$ cat config.mk
export PLATFORM = sky130hd
export DESIGN_NAME = irq_pending_latch
export DESIGN_NICKNAME = d
export VERILOG_FILES = /design/src/rtl/irq_pending_latch.sv
export SDC_FILE = /design/constraint.sdc
export NUM_CORES = 1
export LEC_CHECK = 0
export CAP_MARGIN = 20
export CORE_MARGIN = 2
export CORE_UTILIZATION = 55
export DETAILED_ROUTE_END_ITERATION = 10
export DONT_BUFFER_PORTS = 1
export PLACE_DENSITY = 0.7
export SLEW_MARGIN = 20
export SYNTH_ARGS = -nofsm -noshare
export SYNTH_HDL_FRONTEND = slang
export SYNTH_SLANG_ARGS = --single-unit
$ cat constraint.sdc
create_clock -name clk -period 3.6 [get_ports clk]
set_input_delay 0.72 -clock clk [delete_from_list [all_inputs] [get_ports clk]]
set_output_delay 0.72 -clock clk [all_outputs]
set_load 0.02 [all_outputs]
$ cat src/rtl/irq_pending_latch.sv
// irq_pending_latch: sync, detect and hold four request lines, then present
// a frozen, masked request vector to the priority encoder until acked.
module irq_pending_latch #(
  parameter int SYNC_STAGES = 2,
  parameter int EDGE_MODE   = 1
) (
  input  logic       clk,
  input  logic       rst_n,
  input  logic [3:0] irq,
  input  logic [3:0] mask,
  input  logic       ack,
  input  logic [1:0] ack_idx,
  input  logic       ovf_clr,
  output logic [3:0] d,
  output logic       req,
  output logic [3:0] ovf
);

  typedef enum logic [1:0] {
    IDLE,
    HOLD,
    GAP
  } state_t;

  state_t state;

  logic [SYNC_STAGES-1:0][3:0] chain;
  logic [3:0] s;
  logic [3:0] prev;
  logic [3:0] pend;
  logic [3:0] hit;
  logic [3:0] ret;
  logic [3:0] ovf_set;
  logic [3:0] live;

  assign s    = chain[SYNC_STAGES-1];
  assign live = pend & mask;

  always_comb begin
    hit = s;
    if (EDGE_MODE != 0) hit = s & ~prev;
  end

  // A retire only counts while a request is actually held.
  always_comb begin
    ret = '0;
    if (state == HOLD && ack) ret[ack_idx] = 1'b1;
  end

  always_comb begin
    ovf_set = '0;
    if (EDGE_MODE != 0) ovf_set = hit & pend & ~ret;
  end

  always_ff @(posedge clk or negedge rst_n) begin
    if (!rst_n) begin
      chain <= '0;
      prev  <= '0;
    end else begin
      chain <= {chain[SYNC_STAGES-2:0], irq};
      prev  <= s;
    end
  end

  // Set wins over retire and over ovf_clr on the same bit.
  always_ff @(posedge clk or negedge rst_n) begin
    if (!rst_n) begin
      pend <= '0;
      ovf  <= '0;
    end else begin
      pend <= (pend & ~ret) | hit;
      ovf  <= (ovf_clr ? 4'h0 : ovf) | ovf_set;
    end
  end

  always_ff @(posedge clk or negedge rst_n) begin
    if (!rst_n) begin
      state <= IDLE;
      d     <= '0;
      req   <= 1'b0;
    end else begin
      unique case (state)
        IDLE: begin
          if (live != 4'h0) begin
            d     <= live;
            req   <= 1'b1;
            state <= HOLD;
          end
        end
        HOLD: begin
          if (ack) begin
            d     <= '0;
            req   <= 1'b0;
            state <= GAP;
          end
        end
        GAP: begin
          state <= IDLE;
        end
        default: begin
          d     <= '0;
          req   <= 1'b0;
          state <= IDLE;
        end
      endcase
    end
  end

endmodule

[After elaboration in Yosys (flattened, before gate mapping)]
Index checks and enable logic that the tools add are counted.
Word-level totals
  latch bits: 0
  memory bits (read-only): 0
  register bits: 27
  bits in writable memories: 0
  output and inout port bits: 9
  bits of input ports: 14
  memories kept: 0
Operators by class
  equal/unequal tests: 4
  bitwise gates (word level): 10
  multiply operators: 0
  reduce and logical (&&, ||, !) cells: 6
  $lt $le $gt $ge: 2
  muxes and demuxes: 13
  shifts and indexed selects: 0
  divide/modulo/power cells: 0
  $add $sub $neg: 0
Operators by type and width (count)
  bitwise AND 4 bit: 5
  2-to-1 mux 4 bit: 4
  case mux 4 bit (3 select lines): 1
  NOT 4 bit: 2
  OR 4 bit: 2
  2-to-1 mux 2 bit: 2
  != test 2 bit (second input constant): 2
  case mux 2 bit (2 select lines): 1
  nonzero test 4 bit: 1
  less-than comparator 2 x 3 -> 1 bit (second input constant): 1
  2-to-1 mux 1 bit: 3
  case mux 1 bit (3 select lines): 1
  AND reduction 3 bit: 1
  demux 1 bit (select 2 bit): 1
  == test 2 x 1 -> 1 bit (second input constant): 1
  == test 2 bit (second input constant): 1
  >= comparator 2 x 1 -> 1 bit (second input constant): 1
  logical AND 1 bit: 2
  zero test 2 bit: 1
  AND reduction 2 bit: 1
  NOT 1 bit: 1

[Logic depth before layout (Yosys ltp)]
  word-level depth: 8
  depth in mapped cells: 4
  depth with buffers taken out: 3

[Worst setup path after synthesis]
OpenSTA, ideal clock, no wires.
  kind: input to register
  from: input mask[1]
  to: register state[0]
  arrival: 1403 ps
  slack: 2061 ps
  stages: 3
  setup time: 137 ps
  path buffers: 0
  cell sequence: a222oi_1 > and3_2 > a211oi_1
On the way
  word-level cells in the longest chain between the ends: 4
RTL lines
  from (decl): line 10  | input logic [3:0] mask,
  bitwise AND 4 bit: line 37  | assign live = pend & mask;
  nonzero test 4 bit: line 84  | if (live != 4'h0) begin
  != test 2 bit (no line)
  AND reduction 2 bit (no line)
  to (signal assigned): line 87  | state <= HOLD;
  to (signal assigned): line 94  | state <= GAP;
  to (signal assigned): line 98  | state <= IDLE;
  to (decl): line 25  | state_t state;
No other way between the ends.
A chain may end at the register's enable or synchronous reset.

[Final worst setup path]
  from: register d[1]
  to: output d[1]
RTL lines
  from (decl): line 14  | output logic [3:0] d,
  from (signal assigned): line 85  | d <= live;
No word-level cell between the ends.

==> reports/results.tsv <==
stage	metric	value	unit
run_status	status	completed	
timing	post-route-min-period	1.55	ns
logic_synthesis	synth_nets	96	
placed_design	gp_congestion	0.747	
critical_path	crit_required	2.88	ns
logic_synthesis	ys_seq_area_frac	0.671	
floorplan	io_pins	23	
critical_path	critical_path_peak_fanout	4	
global_route	grt_pass1_vias	575	
final_layout	final_cell_mix	27 x dfrtp_1, 7 x nand2_1, 7 x nand3b_1, 6 x inv_1, 6 x o21ai_0	
detailed_routing	post_drt_wl_per_cell	14.4	um
global_route	grt_max_degree	28	
final_layout	regArea	676	um^2
final_layout	fin_nets	99	
critical_path	start_kind	flop	
logic_synthesis	netlist_area	0.00101	mm^2
clock_tree	cts_tree	done	
clock_tree	cts_resized	0	
timing	worstMarginPinSlew	0.529	ns
final_layout	fin_util	0.612	
critical_path	worst_ep_arrival_time	0.83	ns
final_layout	layout-drive-gt1-share	0.107	
floorplan	core_area	0.00173	mm^2
placed_design	dp_hpwl	1090	um
global_route	use_met2	0.236	
critical_path	crit_type	flop to output port	
detailed_routing	drt_iter0_drc	7	
timing	clock_skew	0.00218	ns
logic_synthesis	synthMuxAreaShare	0	
detailed_routing	via_per_inst	5.89	
global_route	grt_first_pass_wirelength	2570	um
floorplan	die_area	0.00219	mm^2
logic_synthesis	synth_xor_area_frac	0	
clock_tree	clock-sinks	27	
floorplan	start_util	0.583	
logic_synthesis	synth_cells	82	
floorplan	die_w	46.8	um
global_route	overflow	0	
worst_hold_path	hp-class	input port to async pin	
logic_synthesis	yosys_warnings	0	
timing	final.period_utilization	0.430	
timing	slew_headroom	0.647	
floorplan	fp.dieH	46.8	um
power_and_ir_drop	cellPowerDensity	604	mW/mm^2
run	cap_violations	0	
logic_synthesis	yosysUniqueCellTypes	20	
clock_tree	cts_setup_buffers	0	
timing	slew_violations	0	
logic_synthesis	syn_area_per_cell	12.3	um^2
logic_synthesis	synth_simple_gate_area_share	0.157	
clock_tree	path_clk_slew	0.13	ns
detailed_routing	wl	1570	um
timing	finalSetupTns	0	ns
critical_path	cp_num_cells	0	
global_route	grt_use_met1	0.252	
logic_synthesis	synth_compound_area_frac	0.142	
clock_tree	cts_buffers	3	
floorplan	num_rows	15	
timing	hold_viol	0	
final_layout	antenna_cells	0	
clock_tree	root_buffer	clkbuf_4	
timing	clock.fmax	646	MHz
final_layout	final_common_cell	dfrtp_1	
power_and_ir_drop	power	638	uW
clock_tree	clk_latency	0.31	ns
clock_tree	postCtsHoldBufs	0	
final_layout	multi_input_area	300	um^2
final_layout	fillers	142	
detailed_routing	drc	0	
timing	rsz0062_at_grt	false	
logic_synthesis	synth_top_family_by_area	simple AND/OR/NAND/NOR gates	
detailed_routing	ant_nets	0	
timing	setup_viol	0	
logic_synthesis	synthAdderAreaFrac	0	
placed_design	io_buffers	0	
global_route	busiest_layer	met1	
global_route	grt_use_met3	0.0462	
final_layout	area_delta_synth_final	4.97	%
critical_path	r2r_cells	3	
clock_tree	cts_htree_levels	1	
global_route	antenna_found_initial	0	
logic_synthesis	synth-seq-cells	27	
global_route	grt_usage	0.173	
clock_tree	clockBufferDepth	2	
power_and_ir_drop	peakVddDrop	0.330	mV
critical_path	endpoint_kind	output port	
power_and_ir_drop	p_leak	0.000479	uW
detailed_routing	first_pass_iters	4	
detailed_routing	vias	642	
[power breakdown]
group | internal [uW] | total [uW] | leakage [uW] | switching, uW
sequential | 349 | 434 | 0.000316 | 84.6
combinational | 44.4 | 81.0 | 0.000145 | 36.6
clock | 41.6 | 123 | 0.0000177 | 81.9
[cells in the mapped netlist]
cell type,number,share of area
o22ai_1,4,0.025
nor2_1,2,0.0075
dfrtp_1,27,0.67
nand4bb_1,1,0.011
inv_1,6,0.022
o211ai_1,1,0.0075
a21oi_1,3,0.015
buf_2,1,0.0050
a222oi_1,1,0.0099
nand2b_1,4,0.025
nand3b_1,7,0.052
nand4b_1,1,0.0087
clkbuf_1,1,0.0037
o21a_1,1,0.0075
and3_1,3,0.019
o21ai_0,6,0.030
nand2_1,7,0.026
a211oi_1,1,0.0075
a211o_2,4,0.040
and3_2,1,0.0075
[logic make-up (layout without fill, tap and decap cells)]
group                  after synthesis  in the layout
AOI/OAI and AO/OA                   21             21
buffers and inverters                8             10
and+or+nand+nor                     26             26
DFF                                 27             27
[stage by stage]
step	hold slack [ns]	std cells	cell area [um^2]	setup WS, ns
floorplan	0.331	82	1010	2.06
global placement	0.332	105	1030	1.96
detailed placement	0.336	105	1030	1.89
CTS	0.0598	109	1060	2.04
global route	0.0397	109	1060	2.00
finish	0.0752	109	1060	2.05
[state kept, by name, summed over array words and instances (netlist names)]
name / count
chain: 4
d: 4
ovf: 4
pend: 4
prev: 4
req: 1
s: 4
state: 2
[final timing paths]
| check | from | end | slack [ns] |
|---|---|---|---|
| max reg2reg | state[0] | d[0] | 2.13 |
| max in group asynchronous | rst_n | state[1] | 3.45 |
| min | rst_n | chain[1] | 0.08 |
| max | d[1] | d[1] | 2.05 |
| min reg2reg | chain[1] | s[1] | 0.36 |
| min in group clk | chain[1] | s[1] | 0.36 |
[per-layer routing]
| layer | up-vias | part of all wire |
|---|---|---|
| met5 | - | 0 |
| met4 | 0 | 0.025 |
| met3 | 6 | 0.088 |
| met2 | 28 | 0.42 |
| met1 | 311 | 0.47 |
| li1 | 297 | - |
[layout make-up]
class,count,share of cell area
inverter,6,0.0213
clock inverter,1,0.00473
multi-input combinational,47,0.284
clock buffer,3,0.0213
tap,25,0.0296
sequential,27,0.639
Power figures use the tool's default switching activity.
